### src/rtl/ram2_write_controller.sv
// Writes one output feature map into RAM2 in channel-planar order from a channel-innermost stream.
// Each accepted word produces one write one cycle later; iVALID is never stalled, so there is no backpressure.
module ram2_write_controller #(
    parameter int DW  = 16,
    parameter int AW  = 15,
    parameter int OW  = 11,
    parameter int OH  = 15,
    parameter int NCH = 112
) (
    input  logic          iCLK,
    input  logic          iRSTn,
    input  logic          iCLR,
    input  logic          iEN,
    input  logic          iVALID,
    input  logic [DW-1:0] iDATA,
    output logic [AW-1:0] oWr_ADDR,
    output logic [DW-1:0] oWr_DATA,
    output logic          oWr_EN,
    output logic          oWr_DONE,
    output logic          oBUSY,
    output logic          oERR
);

    localparam int            PLANE     = OW * OH;
    localparam logic [AW-1:0] PLANE_A   = AW'(PLANE);
    localparam logic [AW-1:0] LAST_BASE = AW'((NCH - 1) * PLANE);
    localparam logic [AW-1:0] LAST_PIX  = AW'(PLANE - 1);

    typedef enum logic [1:0] {S_IDLE, S_WRITE, S_DONE} state_t;

    state_t        state_q, state_d;
    logic [AW-1:0] ch_base_q, ch_base_d;
    logic [AW-1:0] pix_q, pix_d;
    logic [AW-1:0] wr_addr_q, wr_addr_d;
    logic [DW-1:0] wr_data_q, wr_data_d;
    logic          wr_en_q, wr_en_d;
    logic          done_q, done_d;
    logic          busy_q, busy_d;
    logic          err_q, err_d;

    always_comb begin
        state_d   = state_q;
        ch_base_d = ch_base_q;
        pix_d     = pix_q;
        wr_addr_d = wr_addr_q;
        wr_data_d = wr_data_q;
        wr_en_d   = 1'b0;
        err_d     = err_q;

        if (iCLR) begin
            state_d   = S_IDLE;
            ch_base_d = '0;
            pix_d     = '0;
            wr_addr_d = '0;
            wr_data_d = '0;
            err_d     = 1'b0;
        end else begin
            case (state_q)
                S_IDLE: begin
                    // A word arriving with the start strobe still belongs to no frame.
                    if (iVALID) err_d = 1'b1;
                    if (iEN) state_d = S_WRITE;
                end
                S_WRITE: begin
                    if (iVALID) begin
                        wr_en_d   = 1'b1;
                        wr_addr_d = ch_base_q + pix_q;
                        wr_data_d = iDATA;
                        if (ch_base_q == LAST_BASE) begin
                            ch_base_d = '0;
                            if (pix_q == LAST_PIX) begin
                                pix_d   = '0;
                                state_d = S_DONE;
                            end else begin
                                pix_d = pix_q + 1'b1;
                            end
                        end else begin
                            ch_base_d = ch_base_q + PLANE_A;
                        end
                    end
                end
                S_DONE: begin
                    if (iVALID) err_d = 1'b1;
                end
                default: state_d = S_IDLE;
            endcase
        end

        // Status flags track the next state so DONE rises with the final write pulse.
        busy_d = (state_d == S_WRITE);
        done_d = (state_d == S_DONE);
    end

    always_ff @(posedge iCLK or negedge iRSTn) begin
        if (!iRSTn) begin
            state_q   <= S_IDLE;
            ch_base_q <= '0;
            pix_q     <= '0;
            wr_addr_q <= '0;
            wr_data_q <= '0;
            wr_en_q   <= 1'b0;
            done_q    <= 1'b0;
            busy_q    <= 1'b0;
            err_q     <= 1'b0;
        end else begin
            state_q   <= state_d;
            ch_base_q <= ch_base_d;
            pix_q     <= pix_d;
            wr_addr_q <= wr_addr_d;
            wr_data_q <= wr_data_d;
            wr_en_q   <= wr_en_d;
            done_q    <= done_d;
            busy_q    <= busy_d;
            err_q     <= err_d;
        end
    end

    assign oWr_ADDR = wr_addr_q;
    assign oWr_DATA = wr_data_q;
    assign oWr_EN   = wr_en_q;
    assign oWr_DONE = done_q;
    assign oBUSY    = busy_q;
    assign oERR     = err_q;

endmodule
### config.mk
export PLATFORM = sky130hd
export DESIGN_NAME = ram2_write_controller
export DESIGN_NICKNAME = d
export VERILOG_FILES = /design/src/rtl/ram2_write_controller.sv
export SDC_FILE = /design/constraint.sdc
export NUM_CORES = 1
export LEC_CHECK = 0
export BUFFER_PORTS_ARGS = -buffer_cell sky130_fd_sc_hd__buf_4
export CAP_MARGIN = 10
export CORE_AREA = 4 4 92 94
export DETAILED_ROUTE_END_ITERATION = 6
export DIE_AREA = 0 0 96 98
export GPL_TIMING_DRIVEN = 0
export PLACE_DENSITY = 0.7
export SKIP_LAST_GASP = 1
export SLEW_MARGIN = 0
export SYNTH_ARGS = -nofsm -noshare
export SYNTH_HDL_FRONTEND = slang
export SYNTH_SLANG_ARGS = --single-unit
### constraint.sdc
create_clock -name iCLK -period 3.1 [get_ports iCLK]
set_input_delay 0.62 -clock iCLK [delete_from_list [all_inputs] [get_ports iCLK]]
set_output_delay 0.62 -clock iCLK [all_outputs]
set_load 0.03 [all_outputs]
# ---- After elaboration in Yosys (flattened, before gate mapping)
# Index checks and enable logic that the tools add are counted.
dict set report totals {
  output_inout_bits 35
  in_bits 21
  word_cells 54
  regBits 67
}
dict set report classes {
  mux 27
  reduce_logical 9
  addsub 3
  n_eq_ne 6
}
# op count
set op_table {}
lappend op_table {{15-bit 2-to-1 mux} 12}
lappend op_table {{16-bit 2-to-1 mux} 3}
lappend op_table {{15-bit by 1-bit adder with 15-bit output (second input constant)} 1}
lappend op_table {{15-bit adder} 1}
lappend op_table {{15-bit by 8-bit adder with 15-bit output (second input constant)} 1}
lappend op_table {{15-bit equality test (second input constant)} 1}
lappend op_table {{15-bit by 8-bit equality test with 1-bit output (second input constant)} 1}
lappend op_table {{2-bit 2-to-1 mux} 5}
lappend op_table {{2-bit nonzero test} 4}
lappend op_table {{1-bit 2-to-1 mux} 6}
lappend op_table {{2-bit one-hot mux with 3 select lines} 1}
lappend op_table {{2-bit by 1-bit equality test with 1-bit output (second input constant)} 2}
lappend op_table {{2-bit equality test (second input constant)} 2}
lappend op_table {{2-bit AND reduction} 2}
lappend op_table {{3-bit AND reduction} 1}
lappend op_table {{2-bit logical NOT} 1}
lappend op_table {{2-bit OR reduction} 1}

# ---- Logic depth before layout (Yosys ltp)
# Gate-level depths: netlist of run 1.
dict set report logic_depth {
  depth_word 7
  mapped_depth 9
  ltp_nobuf 8
}

# ---- Worst setup path after synthesis of run 1
# OpenSTA, ideal clock, no wires.
dict set report synth_path {
  path_kind {reg-to-reg}
  start {register ch_base_q[0]}
  end {register wr_addr_q[12], in the netlist oWr_ADDR[12]}
  path_buffers 0
  path_slack_ns 0.736
  arrival_ns 2.237
  stages_incl_launch_ff 9
  period_less_slack_ns 2.364
  setup_time_ns 0.127
  required_ns 2.973
  cell_sequence {dfrtp_1 -> ha_1 -> fa_1 -> a21o_1 -> a221oi_1 -> a21oi_1 -> a221oi_1 -> xor2_1 -> o21ai_0}
}
dict set report synth_between {
  elab_chain_cells 4
}
# element line_no
set synth_rtl {}
lappend synth_rtl {{start, declared} 32} ;# logic [AW-1:0] ch_base_q, ch_base_d;
lappend synth_rtl {{start signal, assigned} 107} ;# ch_base_q <= ch_base_d;
lappend synth_rtl {{15-bit adder} 67} ;# wr_addr_d = ch_base_q + pix_q;
lappend synth_rtl {{15-bit 2-to-1 mux} 65} ;# if (iVALID) begin
lappend synth_rtl {{15-bit 2-to-1 mux} 58} ;# case (state_q)
lappend synth_rtl {{15-bit 2-to-1 mux} 50} ;# if (iCLR) begin
lappend synth_rtl {{end signal, assigned} 109} ;# wr_addr_q <= wr_addr_d;
lappend synth_rtl {{end, declared} 34} ;# logic [AW-1:0] wr_addr_q, wr_addr_d;
# No other way between the ends. The select of a mux whose other input is x is not followed.
# A chain may end at the register's enable or synchronous reset.

# ---- Worst setup path after layout of run 1
dict set report layout_path {
  start {register pix_q[0]}
  end {register wr_addr_q[12], in the netlist oWr_ADDR[12]}
}
dict set report layout_between {
  elab_chain_cells 4
}
# element line_no
set layout_rtl {}
lappend layout_rtl {{start, declared} 33} ;# logic [AW-1:0] pix_q, pix_d;
lappend layout_rtl {{start signal, assigned} 108} ;# pix_q <= pix_d;
lappend layout_rtl {{15-bit adder} 67}
lappend layout_rtl {{15-bit 2-to-1 mux} 65}
lappend layout_rtl {{15-bit 2-to-1 mux} 58}
lappend layout_rtl {{15-bit 2-to-1 mux} 50}
# No other way between the ends. The select of a mux whose other input is x is not followed.

==> reports/results.txt, run 1 <==
HP Class: in -> async
DRT Pass-1 Iters: 5
CP dominant cell by count: a221oi_1
WP data arrival: 2.95 ns
Worst Path Max Fanout: 5
Outcome: finished clean
Remaining routing DRC violations: 0
Skew final: 0.00834 ns
Core Region: 7650 µm²
Seq pwr share: 45.9%
Yosys warning total: 0
Setup_tns: 0 ns
# port buffers: 54
Initial antenna violation count: 0
Post-synth top area cell: dfrtp_1
Remaining Overflow, GRT: 0
Max_cap viols: 0
Share of cells above drive strength 1: 15.8%
Layout Nets: 528
CP bufs+invs: 0
Crit end category: register
H-tree lvl count: 3
Switching Fraction: 25.1%
DR iter-0 viols: 212
Post-Syn Area per Cell: 8.86 µm²
Worst rel slew slack: 44.0%
Antenna diode instance count: 0
Design area: 4530 µm²
Clock latency at the later pin of the worst-skew pair: 0.36 ns
Initial Util: 49.0%
Core Rows: 32
Max Slew Vio Count: 0
FMAX: 367 MHz
Number of global-route vias before repair: 3,222
CTS sink cnt: 67
Crit path cell chain: ha_1 > fa_1 > a21o_1 > a221oi_1 > a21oi_1 > a221oi_1 > xor2_1 > o21ai_0
Pin count of the biggest net entering global routing: 68
Cells on worst reg2reg path: 8
Async set-or-reset flop fraction in the synthesized netlist: 100%
Register area share after synthesis: 44.7%
Antenna Nets Post-Route: 0
Levels on crit path: 8
Yosys cell types: 51
Critical path's top delay family: compound AO/OA/AOI/OAI gates
Cell Area, Placed: 4290 µm²
Syn_nets: 462
Worst Setup Path Type: reg -> reg
Mapped Cells: 423
EDFF count, synth: 0
Worst vdd ir: 0.198 mV
Worst Path Required: 3.33 ns
CTS tree: done
Largest stage delay on the critical path: 0.47 ns
Fin crit share: 87.8%
Overall die width: 96 µm
Top cell type's share of synthesized area: 44.7%
CTS buffer count: 9
RSZ-0062 raised after global routing: no
Clock Power Share: 44.3%
Final hold viol count: 0
Hold-fix buffers, CTS: 0
GPL Wtd Cong: 0.890
WL per Instance: 15.8 µm
Total track usage: 21.0%
Dpl hpwl: 6860 µm
Power per Cell Area: 443 nW/µm²
Worst-path clk slew: 0.08 ns
Final Util: 59.3%
Synth top area cells: dfrtp_1, a21oi_1, nand2_1
Comb pwr share: 9.9%
I/O pin count: 56
Sw Pwr: 0.503 mW
Tmin final: 2.72 ns
Vias per cell: 5.64
CP max-delay cell: dfrtp_1
Synth Register Bits: 67
P&R area growth vs syn: 20.9%
Pint: 1.50 mW
Die ar.: 9410 µm²
CTS root buf: clkbuf_8
Vias: 3,362
Startpoint types: register
First-pass GRT wire length: 15,500 µm
Die span in y: 98 µm
Slew @ Worst Pin: 0.840 ns
Final setup violation count: 0
Top_reg_cell synth: dfrtp_1
Drt total wl: 9400 µm
CTS Buffer Depth: 2
Leak: 2.12 nW
Post-synthesis instance area: 3750 µm²
what timing repair did:
item | 4_1_cts | 5_1_grt
buffers inserted | 0 | 0
resized for setup | 0 | 1
endpoints found under the setup margin | 0 | 1
state kept, by name, indices dropped and copies added, names as in the netlist:
signal     cells
pix_q         15
oBUSY          1
oERR           1
oWr_EN         1
state_q        2
ch_base_q     15
oWr_DONE       1
oWr_DATA      16
oWr_ADDR      15
area by class of cell:
type                       instances  area (µm²)
inverter                           8        30.0
timing repair buffer              55         410
tap                              102         128
clock buffer                      10         128
sequential                        67        1680
fill                             688        3120
buffer                            23        87.6
multi-input combinational        325        1960
clock inverter                     6         113
routing by layer:
metal / track usage, % / vias up / wire, µm
met3: 4.01 / 9 / 660
met4: 7.22 / 0 / 116
met1: 28.8 / 1590 / 4210
li1: - / 1649 / -
met2: 33.2 / 114 / 4410
met5: 0 / - / 0
power by group through the flow:
stage / sequential [mW] / clock (mW) / combinational (mW)
2_1_floorplan: 0.959 / 0 / 0.0859
3_3_place_gp: 0.936 / 0 / 0.197
3_5_place_dp: 0.937 / 0 / 0.199
4_1_cts: 0.920 / 0.901 / 0.200
5_1_grt: 0.923 / 0.948 / 0.221
6_report: 0.920 / 0.888 / 0.198
cells in the final DEF, fill, tap and decap left out, types with 3 or more instances in the layout:
| cell | netlist | routed |
|---|---|---|
| a211oi_1 | 3 | 3 |
| a21o_1 | 8 | 8 |
| a21oi_1 | 59 | 59 |
| a31oi_1 | 4 | 4 |
| and2_1 | 3 | 3 |
| and3_1 | 8 | 8 |
| buf_4 | 0 | 54 |
| bufinv_16 | 0 | 3 |
| clkbuf_1 | 21 | 22 |
| clkbuf_8 | 0 | 9 |
| dfrtp_1 | 67 | 67 |
| ha_1 | 17 | 17 |
| inv_1 | 8 | 8 |
| nand2_1 | 68 | 68 |
| nand3_1 | 9 | 9 |
| nand3b_1 | 7 | 7 |
| nand4_1 | 5 | 5 |
| nand4b_1 | 3 | 3 |
| nor2_1 | 25 | 25 |
| nor3_1 | 4 | 4 |
| nor4_1 | 6 | 5 |
| o211a_1 | 3 | 3 |
| o21ai_0 | 27 | 27 |
| o31ai_1 | 3 | 3 |
| or2_2 | 3 | 3 |
| or3_1 | 11 | 11 |
| xnor2_1 | 11 | 11 |
| xor2_1 | 5 | 5 |
synthesized netlist by cell type (2+ instances only):
cell type / n
a21o_1: 8
a211o_1: 2
a31oi_1: 4
o21a_1: 2
a21oi_1: 59
nor4_1: 6
nand3b_1: 7
nor3_1: 4
nor2_1: 25
o21ai_0: 27
and3_1: 8
clkbuf_1: 21
o21bai_1: 2
or2_2: 3
o22ai_1: 2
nand2_1: 68
o31ai_1: 3
xnor2_1: 11
and2_1: 3
and3b_1: 2
o211a_1: 3
a22oi_1: 2
nand4_1: 5
dfrtp_1: 67
nand3_1: 9
nand4b_1: 3
ha_1: 17
or3_1: 11
inv_1: 8
nor3b_1: 2
a221oi_1: 2
xor2_1: 5
nand2b_1: 2
a211oi_1: 3
worst paths after layout:
kind                            slack [ns]             to          from
worst max-delay path                  0.38   oWr_ADDR[12]      pix_q[0]
worst min-delay path                  0.35   oWr_DATA[11]         iRSTn
worst max register to register        0.38   oWr_ADDR[12]      pix_q[0]
worst min register to register        0.49   oWr_ADDR[12]  oWr_ADDR[12]
max in group asynchronous             2.18  ch_base_q[13]         iRSTn
min in group iCLK                     0.49   oWr_ADDR[12]  oWr_ADDR[12]
logic make-up after synthesis:
group / synth area share (%)
fa+ha+maj: 6.21
xor+xnor: 3.74
simple gates: 22.6
buf+inv: 3.14
compound gates: 19.6
flops: 44.7
through the flow:
step           setup WS (ns)  hold slack (ns)  total power [mW]  std cells
6_report               0.377            0.346              2.01        596
5_1_grt                0.217            0.425              2.09        596
4_1_cts                0.376            0.394              2.02        596
3_5_place_dp           0.395            0.480              1.14        580
3_3_place_gp           0.102            0.474              1.13        579
2_1_floorplan          0.736            0.324              1.04        423
Note: power is estimated with default switching activity, not from simulation.
==> run 2: changes to the inputs <==
--- a/config.mk
+++ b/config.mk
@@ -5,13 +5,13 @@
 export SDC_FILE = /design/constraint.sdc
 export NUM_CORES = 1
 export LEC_CHECK = 0
-export BUFFER_PORTS_ARGS = -buffer_cell sky130_fd_sc_hd__buf_4
 export CAP_MARGIN = 10
 export CORE_AREA = 4 4 92 94
+export CTS_BUF_LIST = sky130_fd_sc_hd__clkbuf_8 sky130_fd_sc_hd__clkbuf_16
 export DETAILED_ROUTE_END_ITERATION = 6
 export DIE_AREA = 0 0 96 98
+export DONT_BUFFER_PORTS = 1
 export GPL_TIMING_DRIVEN = 0
-export PLACE_DENSITY = 0.7
 export SKIP_LAST_GASP = 1
 export SLEW_MARGIN = 0
 export SYNTH_ARGS = -nofsm -noshare
==> run 2 against run 1 <==
Combinational power decreased by 33%. Global-route usage decreased by 0.27 points. Cell count decreased by 8.9%. Flip-flop and latch count unchanged. Clock power increased by 2.9%. Worst hold slack got worse by 0.20 ns. Critical endpoint unchanged. Register-to-register slack improved by 0.02 ns. First-iteration DRC count decreased by 9.9%. Largest cell class unchanged. Via count decreased by 4.9%. Count of clock-buffer cells in the layout unchanged. Worst setup slack improved by 0.021 ns. Critical path depth unchanged.
==> reports/results.txt, run 2 (synthesis gave the netlist of run 1 again) <==
Outcome: finished clean (unchanged)
Skew final: 0.00929 ns (was 0.00834 ns)
Remaining routing DRC violations: 0 (unchanged)
Initial antenna violation count: 0 (unchanged)
Met2 Use GR: 30.5% (was 33.2%)
# port buffers: 0 (was 54)
Hold WS: 0.143 ns (was 0.346 ns)
Comb pwr share: 6.6% (was 9.9%)
Max reg flops: 16 (unchanged)
Antenna diode instance count: 0 (unchanged)
Leak: 1.86 nW (was 2.12 nW)
Drt total wl: 9330 µm (was 9400 µm)
Layout Nets: 475 (was 528)
Switching Fraction: 25.1% (about the same)
Pint: 1.49 mW (was 1.50 mW)
GPL Wtd Cong: 0.856 (was 0.890)
Worst rel slew slack: 47.5% (was 44.0%)
Vias: 3,196 (was 3,362)
Power per Cell Area: 480 nW/µm² (was 443 nW/µm²)
Post-Layout Cell Count: 543 (was 596)
Dpl hpwl: 6670 µm (was 6860 µm)
Critical path's top delay family: compound AO/OA/AOI/OAI gates (unchanged)
Seq pwr share: 47.6% (was 45.9%)
Final Util: 54.4% (was 59.3%)
Cell Area, Placed: 3870 µm² (was 4290 µm²)
Die ar.: 9410 µm² (unchanged)
Overall die width: 96 µm (unchanged)
Post-CTS setup buffers: 0 (unchanged)
CTS Buffer Depth: 2 (unchanged)
Pin count of the biggest net entering global routing: 68 (unchanged)
Setup_tns: 0 ns (unchanged)
Max_cap viols: 0 (unchanged)
Fin crit share: 87.2% (was 87.8%)
Slew @ Worst Pin: 0.785 ns (was 0.840 ns)
CTS sink cnt: 67 (unchanged)
Sw Pwr: 0.502 mW (was 0.503 mW)
H-tree lvl count: 3 (unchanged)
Final hold viol count: 0 (unchanged)
GR peak layer: met2 (unchanged)
Largest stage delay on the critical path: 0.46 ns (was 0.47 ns)
DR iter-0 viols: 191 (was 212)
Initial Util: 49.0% (unchanged)
Post-layout power: 2.00 mW (was 2.01 mW)
Commonest cells after routing, fill and taps aside: nand2_1, dfrtp_1, a21oi_1, o21ai_0, nor2_1 (was nand2_1, dfrtp_1, a21oi_1, buf_4, o21ai_0)
Antenna Nets Post-Route: 0 (unchanged)
Share of cells above drive strength 1: 5.67% (was 15.8%)
Final setup violation count: 0 (unchanged)
Placed Cells: 525 (was 580)
Worst Path Required: 3.32 ns (was 3.33 ns)
WP data arrival: 2.93 ns (was 2.95 ns)
CTS root buf: clkbuf_8 (unchanged)
Worst vdd ir: 0.208 mV (was 0.198 mV)
Core Rows: 32 (unchanged)
I/O pin count: 56 (unchanged)
Number of global-route vias before repair: 2,949 (was 3,222)
WL per Instance: 17.2 µm (was 15.8 µm)
First-pass GRT wire length: 15,200 µm (was 15,500 µm)
Crit path cell chain: ha_1 > fa_1 > a21o_1 > a221oi_1 > a21oi_1 > a221oi_1 > xor2_1 > o21ai_0 (unchanged)
CP max-delay cell: dfrtp_1 (unchanged)
Clock latency at the later pin of the worst-skew pair: 0.35 ns (was 0.36 ns)
GR Util met3: 5.01% (was 4.01%)
Clock Power Share: 45.8% (was 44.3%)
DRT Pass-1 Iters: 5 (unchanged)
FMAX: 370 MHz (was 367 MHz)
Fill cell count: 721 (was 688)
Startpoint types: register (unchanged)
CP dominant cell by count: a221oi_1 (unchanged)
CTS buffer count: 9 (unchanged)
Worst Path Max Fanout: 5 (unchanged)
Seq. cell area: 1680 µm² (unchanged)
Crit end category: register (unchanged)
Max Slew Vio Count: 0 (unchanged)
Die span in y: 98 µm (unchanged)
Pre-CTS setup slack: 0.108 ns (was 0.395 ns)
Design area: 4160 µm² (was 4530 µm²)
Cts repair resizes: 0 (unchanged)
CTS tree: done (unchanged)
Total track usage: 20.8% (was 21.0%)
Most common cell after layout, fill and taps aside: nand2_1 (unchanged)
Tmin final: 2.70 ns (was 2.72 ns)
Worst-path clk slew: 0.08 ns (about the same)
Final setup margin: 0.398 ns (was 0.377 ns)
HP Class: in -> async (unchanged)
Core Region: 7650 µm² (unchanged)
P&R area growth vs syn: 11.0% (was 20.9%)
Multi-input logic area: 1950 µm² (was 1960 µm²)
GRT met1 Usage: 29.1% (was 28.8%)
Vias per cell: 5.89 (was 5.64)
Remaining Overflow, GRT: 0 (unchanged)
RSZ-0062 raised after global routing: no (unchanged)
CP bufs+invs: 0 (unchanged)
Worst Setup Path Type: reg -> reg (unchanged)
run 2: changes by cell type in the layout (fill, tap and decap cells not counted), sizes merged:
cell,previous run,this run
buf,57,3
clkbuf,31,32
clkinv,2,3
inv,9,8
run 2: cell type report:
cell class	instances	area share, %
plain buffers	23	2.11
clock buffers	10	3.31
clock inverters	6	2.71
inverters	8	0.722
multi-input cells	325	47.0
flip-flops and latches	67	40.3
well taps	102	3.07
repair buffers	2	0.782
run 2: repair_timing:
action | in CTS | in global routing
hold buffers | 1 | 0
endpoints found under the setup margin | 0 | 0
hold endpoints to repair | 67 | 0
run 2: path summary, 6_finish.rpt:
| kind | from | to | slack, ns | cells after the start |
|---|---|---|---|---|
| hold reg to reg | state_q[1] | state_q[0] | 0.55 | 1 |
| setup / recovery | pix_q[0] | oWr_ADDR[12] | 0.40 | 8 |
| setup reg to reg | pix_q[0] | oWr_ADDR[12] | 0.40 | 8 |
| hold / removal | iRSTn | oWr_DATA[15] | 0.14 | 1 |
| min in group iCLK | iDATA[10] | oWr_DATA[10] | 0.39 | 2 |
| max in group asynchronous | iRSTn | pix_q[10] | 2.67 | 1 |
run 2: power by group through the flow:
stage | Combinational, mW | Sequential, mW | Clock [mW]
2_1_floorplan | 0.0859 | 0.959 | 0
3_3_place_gp | 0.110 | 0.968 | 0
3_5_place_dp | 0.111 | 0.968 | 0
4_1_cts | 0.134 | 0.951 | 0.933
5_1_grt | 0.151 | 0.955 | 0.977
6_report | 0.132 | 0.951 | 0.914
run 2: layer usage:
layer  vias up  part of all wire, %  wire, µm
met5         -                    0         0
met4         0                  2.1       197
met3        19                  6.4       594
met2       107                   47      4350
met1      1533                   45      4180
li1       1537                    -         -
run 2: worst register-to-register path: stages (launching register included):
cell      delay (ns)
dfrtp_1         0.46
ha_1            0.24
fa_1            0.43
a21o_1          0.23
a221oi_1        0.37
a21oi_1         0.19
a221oi_1        0.35
xor2_1          0.20
o21ai_0         0.10
